<file path="src/rtl/stdp_weight_update.sv">
// STDP weight update engine: after a gamma cycle, walks every synapse of the
// winning neuron, reading each weight and writing it back potentiated or depressed.
module stdp_weight_update #(
  parameter int unsigned NEURONS = 16,
  parameter int unsigned LOG_N   = 4,
  parameter int unsigned INPUTS  = 64,
  parameter int unsigned LOG_I   = 6,
  parameter int unsigned T_BITS  = 4,
  parameter int unsigned W_BITS  = 3
) (
  input  logic                       clk,
  input  logic                       rst,
  input  logic                       start,
  input  logic [LOG_N:0]             winning_neuron,
  input  logic [T_BITS-1:0]          output_spike_time,
  input  logic [INPUTS-1:0]          in_spiked,
  input  logic [INPUTS*T_BITS-1:0]   in_spike_time,
  output logic                       w_rd_en,
  output logic [LOG_N+LOG_I-1:0]     w_rd_addr,
  input  logic [W_BITS-1:0]          w_rd_data,
  output logic                       w_wr_en,
  output logic [LOG_N+LOG_I-1:0]     w_wr_addr,
  output logic [W_BITS-1:0]          w_wr_data,
  output logic                       busy,
  output logic                       done
);

  localparam int unsigned A_BITS   = LOG_N + LOG_I;
  localparam int unsigned WIN_BITS = LOG_N + 1;
  localparam logic [W_BITS-1:0] W_MAX = {W_BITS{1'b1}};

  typedef enum logic [1:0] {IDLE, READ, WRITE, DONE} state_t;

  state_t                   state_q, state_d;
  logic [LOG_I-1:0]         idx_q, idx_d;
  logic [LOG_N-1:0]         win_q, win_d;
  logic [T_BITS-1:0]        t_out_q, t_out_d;
  logic [INPUTS-1:0]        spiked_q, spiked_d;
  logic [INPUTS*T_BITS-1:0] times_q, times_d;
  logic [A_BITS-1:0]        rd_addr_d, wr_addr_d;
  logic                     rd_en_d, wr_en_d, busy_d, done_d;

  logic                     sel_spiked;
  logic [T_BITS-1:0]        sel_time;
  logic                     potentiate;

  // Next-state, latching and registered-output decode
  always_comb begin
    state_d   = state_q;
    idx_d     = idx_q;
    win_d     = win_q;
    t_out_d   = t_out_q;
    spiked_d  = spiked_q;
    times_d   = times_q;
    rd_addr_d = w_rd_addr;
    wr_addr_d = w_wr_addr;

    case (state_q)
      IDLE: begin
        if (start) begin
          win_d    = winning_neuron[LOG_N-1:0];
          t_out_d  = output_spike_time;
          spiked_d = in_spiked;
          times_d  = in_spike_time;
          idx_d    = '0;
          state_d  = (winning_neuron < WIN_BITS'(NEURONS)) ? READ : DONE;
        end
      end
      READ:  state_d = WRITE;
      WRITE: begin
        if (idx_q == LOG_I'(INPUTS - 1)) begin
          state_d = DONE;
        end else begin
          idx_d   = idx_q + LOG_I'(1);
          state_d = READ;
        end
      end
      DONE:    state_d = IDLE;
      default: state_d = IDLE;
    endcase

    rd_en_d = (state_d == READ);
    wr_en_d = (state_d == WRITE);
    done_d  = (state_d == DONE);
    busy_d  = (state_d != IDLE);
    if (state_d == READ) begin
      rd_addr_d = A_BITS'(win_d) * A_BITS'(INPUTS) + A_BITS'(idx_d);
    end
    if (state_d == WRITE) begin
      wr_addr_d = w_rd_addr;
    end
  end

  // State, latched operands and registered outputs
  always_ff @(posedge clk) begin
    if (rst) begin
      state_q   <= IDLE;
      idx_q     <= '0;
      win_q     <= '0;
      t_out_q   <= '0;
      spiked_q  <= '0;
      times_q   <= '0;
      w_rd_en   <= 1'b0;
      w_rd_addr <= '0;
      w_wr_en   <= 1'b0;
      w_wr_addr <= '0;
      busy      <= 1'b0;
      done      <= 1'b0;
    end else begin
      state_q   <= state_d;
      idx_q     <= idx_d;
      win_q     <= win_d;
      t_out_q   <= t_out_d;
      spiked_q  <= spiked_d;
      times_q   <= times_d;
      w_rd_en   <= rd_en_d;
      w_rd_addr <= rd_addr_d;
      w_wr_en   <= wr_en_d;
      w_wr_addr <= wr_addr_d;
      busy      <= busy_d;
      done      <= done_d;
    end
  end

  // Saturating weight update; read data only becomes valid in WRITE, so this is combinational
  always_comb begin
    sel_spiked = spiked_q[idx_q];
    sel_time   = times_q[idx_q*T_BITS +: T_BITS];
    potentiate = sel_spiked && (sel_time <= t_out_q);
    w_wr_data  = '0;
    if (state_q == WRITE) begin
      if (potentiate) begin
        w_wr_data = (w_rd_data == W_MAX) ? W_MAX : w_rd_data + W_BITS'(1);
      end else begin
        w_wr_data = (w_rd_data == '0) ? '0 : w_rd_data - W_BITS'(1);
      end
    end
  end

endmodule

</file>
<file path="config.mk">
export PLATFORM = sky130hd
export DESIGN_NAME = stdp_weight_update
export DESIGN_NICKNAME = d
export VERILOG_FILES = /design/src/rtl/stdp_weight_update.sv
export SDC_FILE = /design/constraint.sdc
export NUM_CORES = 1
export LEC_CHECK = 0
export ABC_AREA = 1
export BUFFER_PORTS_ARGS = -buffer_cell sky130_fd_sc_hd__buf_2
export CAP_MARGIN = 30
export CORE_MARGIN = 1
export CORE_UTILIZATION = 35
export CTS_CLUSTER_DIAMETER = 30
export CTS_CLUSTER_SIZE = 20
export DETAILED_ROUTE_END_ITERATION = 10
export HOLD_SLACK_MARGIN = 0.05
export PLACE_DENSITY_LB_ADDON = 0.3
export SYNTH_ARGS = -nofsm -noshare
export SYNTH_HDL_FRONTEND = slang
export SYNTH_SLANG_ARGS = --single-unit
</file>
<file path="constraint.sdc">
create_clock -name clk -period 2.57 [get_ports clk]
set_input_delay 0.514 -clock clk [delete_from_list [all_inputs] [get_ports clk]]
set_output_delay 0.514 -clock clk [all_outputs]
set_load 0.005 [all_outputs]
</file>
=== Word-level counts from Yosys, hierarchy flattened ===
Cells that the tools add are included.
Widths: inputs -> output; s select.

* Flip-flop bits (word level): 360
* Bits of input ports: 335
* Output and inout port bits: 27

* Add/subtract/negate cells: 4
* Order comparisons: 3
* Eq/ne operators: 8
* Shift operators: 1
* Multiplexer cells: 15
* Reductions and logical operators: 5

{| class="wikitable"
|+ Operators with widths
! cell !! count
|-
| $shiftx 256x9->4 || 1
|-
| $mux 3 || 4
|-
| $mux 6 || 2
|-
| $pmux 6 s2 || 1
|-
| $add 10x6->10 || 1
|-
| $eq 2x2->1 const B || 4
|-
| $mux 4 || 2
|-
| $pmux 2 s4 || 1
|-
| $lt 6x7->1 const B || 1
|-
| $add 6x1->6 const B || 1
|-
| $bmux 1 s6 || 1
|-
| $eq 6x6->1 const B || 1
|-
| $mux 2 || 3
|-
| $lt 5x5->1 const B || 1
|-
| $eq 2x1->1 const B || 2
|-
| $le 4x4->1 || 1
|-
| $add 3x1->3 const B || 1
|-
| $eq 3x3->1 const B || 1
|-
| $logic_not 3->1 || 1
|-
| $sub 3x1->3 const B || 1
|-
| $logic_not 2->1 || 1
|-
| $reduce_and 2->1 || 1
|-
| $reduce_bool 2->1 || 1
|-
| $logic_and 1x1->1 || 1
|-
| $mux 1 || 1
|}

=== Logic depth before layout (Yosys ltp) ===
* Word-level depth: 5
* Depth in mapped cells: 20

=== Worst setup path before layout ===
Ideal clock, no wire load.

* Path kind: flip-flop to output port
* From: register idx_q[0]
* To: output port w_wr_data[1]
* Data arrival time: 2.298 ns
* Setup slack: -0.242 ns
* Stages on the path, launching flop included: 19
* Path buffers: 2
* Path through: dfxtp_1 > inv_2 > buf_6 > clkbuf_1 > o21ai_0 > o22ai_1 > o211ai_1 > nand4_1 > nand3_1 > nand2_1 > ha_1 > inv_1 > nor2_1 > o21ai_0 > a32o_1 > nand3_2 > nand2_1 > inv_1 > nor2_1

* Cells in the longest elaborated chain, start to end: 5
* Elaborated cells on any way between the ends: 7

{| class="wikitable"
|+ RTL lines
! item !! RTL line !! RTL
|-
| from (decl) || 35 || <nowiki>logic [LOG_I-1:0] idx_q, idx_d;</nowiki>
|-
| from (signal assigned) || 111 || <nowiki>idx_q <= idx_d;</nowiki>
|-
| $shiftx 256x9->4 / $bmux 1 s6 (equally long branches) || 128, 127 ||
|-
| $le 4x4->1 / $mux 1 (equally long branches) || 129, 127 ||
|-
| $logic_and 1x1->1 (*) || 129 || <nowiki>potentiate = sel_spiked && (sel_time <= t_out_q);</nowiki>
|-
| $mux 3 (*) || 132 || <nowiki>if (potentiate) begin</nowiki>
|-
| $mux 3 (*) || 131 || <nowiki>if (state_q == WRITE) begin</nowiki>
|-
| to (decl) || 23 || <nowiki>output logic [W_BITS-1:0] w_wr_data,</nowiki>
|}

Mark *: on every way between the ends. The rest lies on a longest branch, timed or not. The select of a mux whose other input is x is not followed.

=== Worst setup path in the final report ===
* From: register idx_q[0]
* To: output port w_wr_data[2]

The elaborated chain is that of the path after synthesis.

==> summary.txt <==
CP arrival - 3.33 ns
Hold Vio Cnt, Final - 0
Placer Congestion - 0.8706
Final #Nets - 2,932
Setup WS post-layout - -1.277 ns
core area - 43,360 sq um
DR iter-0 viols - 1,486
Clk pwr share - 0.540
syn_area_per_cell - 7.009 sq um
Slowest cell on crit path - dfxtp_4
Area Growth Syn to Fin - 39.19%
first-pass GRT wire length - 83,190 microns
fill count - 4,199
RSZ-0062 raised after global routing - true
Root Buffer - clkbuf_16
Worst-path clk slew - 0.05 ns
Post-Place Cells - 3,071
maximum vdd drop - 0.4835 mV
Synth Net Count - 2,558
setup total negative slack - -3.776 ns
pin count of the biggest net entering global routing - 132
synthesized instance count - 2,214
final setup violation count - 3
Net Sw Frac - 0.2634
ANT nets after route - 0
sequential power share - 0.339
clk_skew - 0.01476 ns
clk sinks - 360
max-slew violations - 0
HPWL Detailed - 39,400 microns
fmax - 0.2599 GHz
CTS tree - built
# rows - 76
pre-CTS setup slack - -0.7028 ns
vias per cell - 5.087
footprint of the multi-input gates - 7516 sq um
CP Max Fanout - 8
register area - 7216 sq um
Die Wd - 212.6 microns
grt ovf - 0
sequential cell area fraction in the yosys report - 0.4644
crit-path cells - buf_12 -> clkbuf_16 -> buf_4 -> nor2_2 -> o221ai_1 -> nand3_1 -> nand4_1 -> nand3_2 -> nand2_1 -> ha_4 -> nand2_1 -> inv_2 -> a32o_2 -> nand3_2 -> nand2_2 -> inv_1 -> nor2_1 -> buf_2
vias in the first global route - 15.45k
P_leak - 9.462 nW
CTS Buf Count - 81
Core Util, Final - 0.4981
fin crit share - 1.497
Cell Pwr Density - 880.8 nW/um^2
die height - 212.6 microns
1st-pass router iterations - 6
I/O pins - 362
Non-Filler Instances - 3,241
PortBufs - 361
Critical Path End Type - output port
Max-cap violations - 0
Pint - 0.01401 W
fin crit period - 3.847 ns
clk_lat worst skew - 0.59 ns
DRC Markers - 0
drt wl/cell - 17.38 microns
library cells used by synthesis - 35
drt total wl - 56,310 microns
warnings from Yosys - 0
status - finished with violations
initial antenna violation count - 9
CP Launch Type - register
GRT Overall Usage - 0.2385
Crit Path Category - reg2out
H-tree depth - 3
slew margin rel. - 0.5613
failing checks - negative setup slack
power share of the combinational group - 0.121
Psw - 0.005011 W
cts hold-fix bufs - 0
sum of buffers and inverters on the critical path - 6
Mapped Area - 15,520 sq um
initial core utilization - 0.3579
FF+latch count, synth - 360
Worst Tran Pin Value - 0.6580 ns
Critical Path RT - 2.06 ns
Vias - 16.49k
share of cells above drive strength 1 - 0.2513
crit-path leading delay family - simple AND/OR/NAND/NOR gates
maximum root-to-sink buffer count - 3
die area - 45,180 sq um
CP peak stage delay - 0.41 ns
worst min path class - in2reg
[power groups by stage]
stage	clock [W]	combinational (W)	sequential [W]
2_1_floorplan	0	0.00138	0.00642
3_3_place_gp	0	0.00209	0.00652
3_5_place_dp	0	0.00214	0.00653
4_1_cts	0.0104	0.00221	0.00643
5_1_grt	0.0107	0.00258	0.00649
6_report	0.0103	0.00231	0.00645
[cell families after synthesis]
| logic type | synth area share |
|---|---|
| and+or+nand+nor | 0.2625 |
| AOI/OAI and AO/OA | 0.2003 |
| DFF | 0.4644 |
| buffers and inverters | 0.06241 |
| adders and majority gates | 0.007257 |
| muxes | 0.002580 |
| xor gates and xnor gates | 0.0005645 |
[sequential cells by signal, indices dropped and copies added, names as in the netlist, 2 cells and up]
| signal | cells |
|---|---|
| times_q | 256 |
| spiked_q | 64 |
| w_rd_addr | 10 |
| w_wr_addr | 10 |
| idx_q | 6 |
| t_out_q | 4 |
| win_q | 4 |
| state_q | 2 |
[placed cells by master (no fill, tap or decap), types with 3 or more instances in the layout]
cell / instances
a21oi_1: 35
buf_12: 25
buf_16: 7
buf_2: 361
buf_4: 66
bufinv_16: 5
clkbuf_1: 8
clkbuf_16: 90
clkbuf_8: 16
clkinv_2: 14
clkinv_4: 4
clkinvlp_4: 10
dfxtp_1: 357
ha_1: 7
inv_1: 26
inv_2: 5
inv_6: 6
inv_8: 3
mux2i_1: 4
nand2_1: 128
nand2_2: 3
nand3_1: 68
nand3_2: 8
nand4_1: 14
nor2_1: 805
nor2_2: 9
o211ai_1: 13
o21ai_0: 437
o21ai_1: 31
o21ai_2: 9
o221ai_1: 19
o22ai_1: 28
o22ai_2: 8
[timing repair]
item | CTS | global route
setup endpoints to repair | 3 | 3
setup buffers | 2 | 7
hold endpoints to repair | 0 | 0
resized for setup | 30 | 48
pin swaps | 17 | 22
cloned | 3 | 7
[worst paths after layout]
path / from / to / slack, ns / cells past startpoint
hold / removal: in_spike_time[76] / times_q[76] / 0.17 / 3
setup / recovery: idx_q[0] / w_wr_data[2] / -1.28 / 18
setup reg to reg: idx_q[0] / w_rd_addr[3] / 0.32 / 12
hold reg to reg: w_rd_addr[0] / w_wr_addr[0] / 0.47 / 2
[cell type report]
class	instances	area share
clock inverters	41	0.01993
inverters	36	0.007879
repair inverters	1	0.0004055
well taps	585	0.03389
flip-flops and latches	360	0.3341
clock buffers	108	0.1089
diodes	2	0.0002317
repair buffers	467	0.1467
multi-input cells	1641	0.3480
[per-stage QoR]
stage / total power, W / hold WS [ns] / instance area, sq um
after floorplan: 0.007793 / 0.4333 / 15560
after CTS: 0.01904 / 0.1439 / 21180
after global placement: 0.008615 / 0.4587 / 18170
final: 0.01902 / 0.1663 / 21600
after global routing: 0.01979 / 0.1662 / 21590
after detailed placement: 0.008670 / 0.4647 / 18170
[metal layers]
layer	share of wire	GRT usage
met5	0.00096	0
met3	0.068	0.04874
met2	0.47	0.3901
met4	0.022	0.07591
met1	0.44	0.3133
[tightest hold or removal path, stage by stage]
cell and delay (ns):
buf_2 0.07, o21ai_0 0.07, nor2_1 0.08
[synth_stat cells (all sizes together)]
| library cell | instances | area share |
|---|---|---|
| or2 | 1 | 0.00040 |
| nor2 | 815 | 0.20 |
| mux2i | 4 | 0.0026 |
| nand2 | 133 | 0.033 |
| clkinv | 2 | 0.00048 |
| a31oi | 1 | 0.00040 |
| a21boi | 1 | 0.00048 |
| xnor2 | 1 | 0.00056 |
| a32o | 1 | 0.00065 |
| ha | 9 | 0.0073 |
| dfxtp | 360 | 0.46 |
| o21a | 1 | 0.00048 |
| o22ai | 36 | 0.015 |
| nand4 | 14 | 0.0056 |
| clkbuf | 104 | 0.025 |
| a21oi | 36 | 0.012 |
| o221ai | 20 | 0.011 |
| o21ai | 477 | 0.15 |
| buf | 73 | 0.028 |
| o31ai | 1 | 0.00048 |
| o211ai | 13 | 0.0063 |
| nand3 | 76 | 0.026 |
| nor3 | 1 | 0.00032 |
| inv | 34 | 0.0084 |
Note: power is estimated with default switching activity, not from simulation.
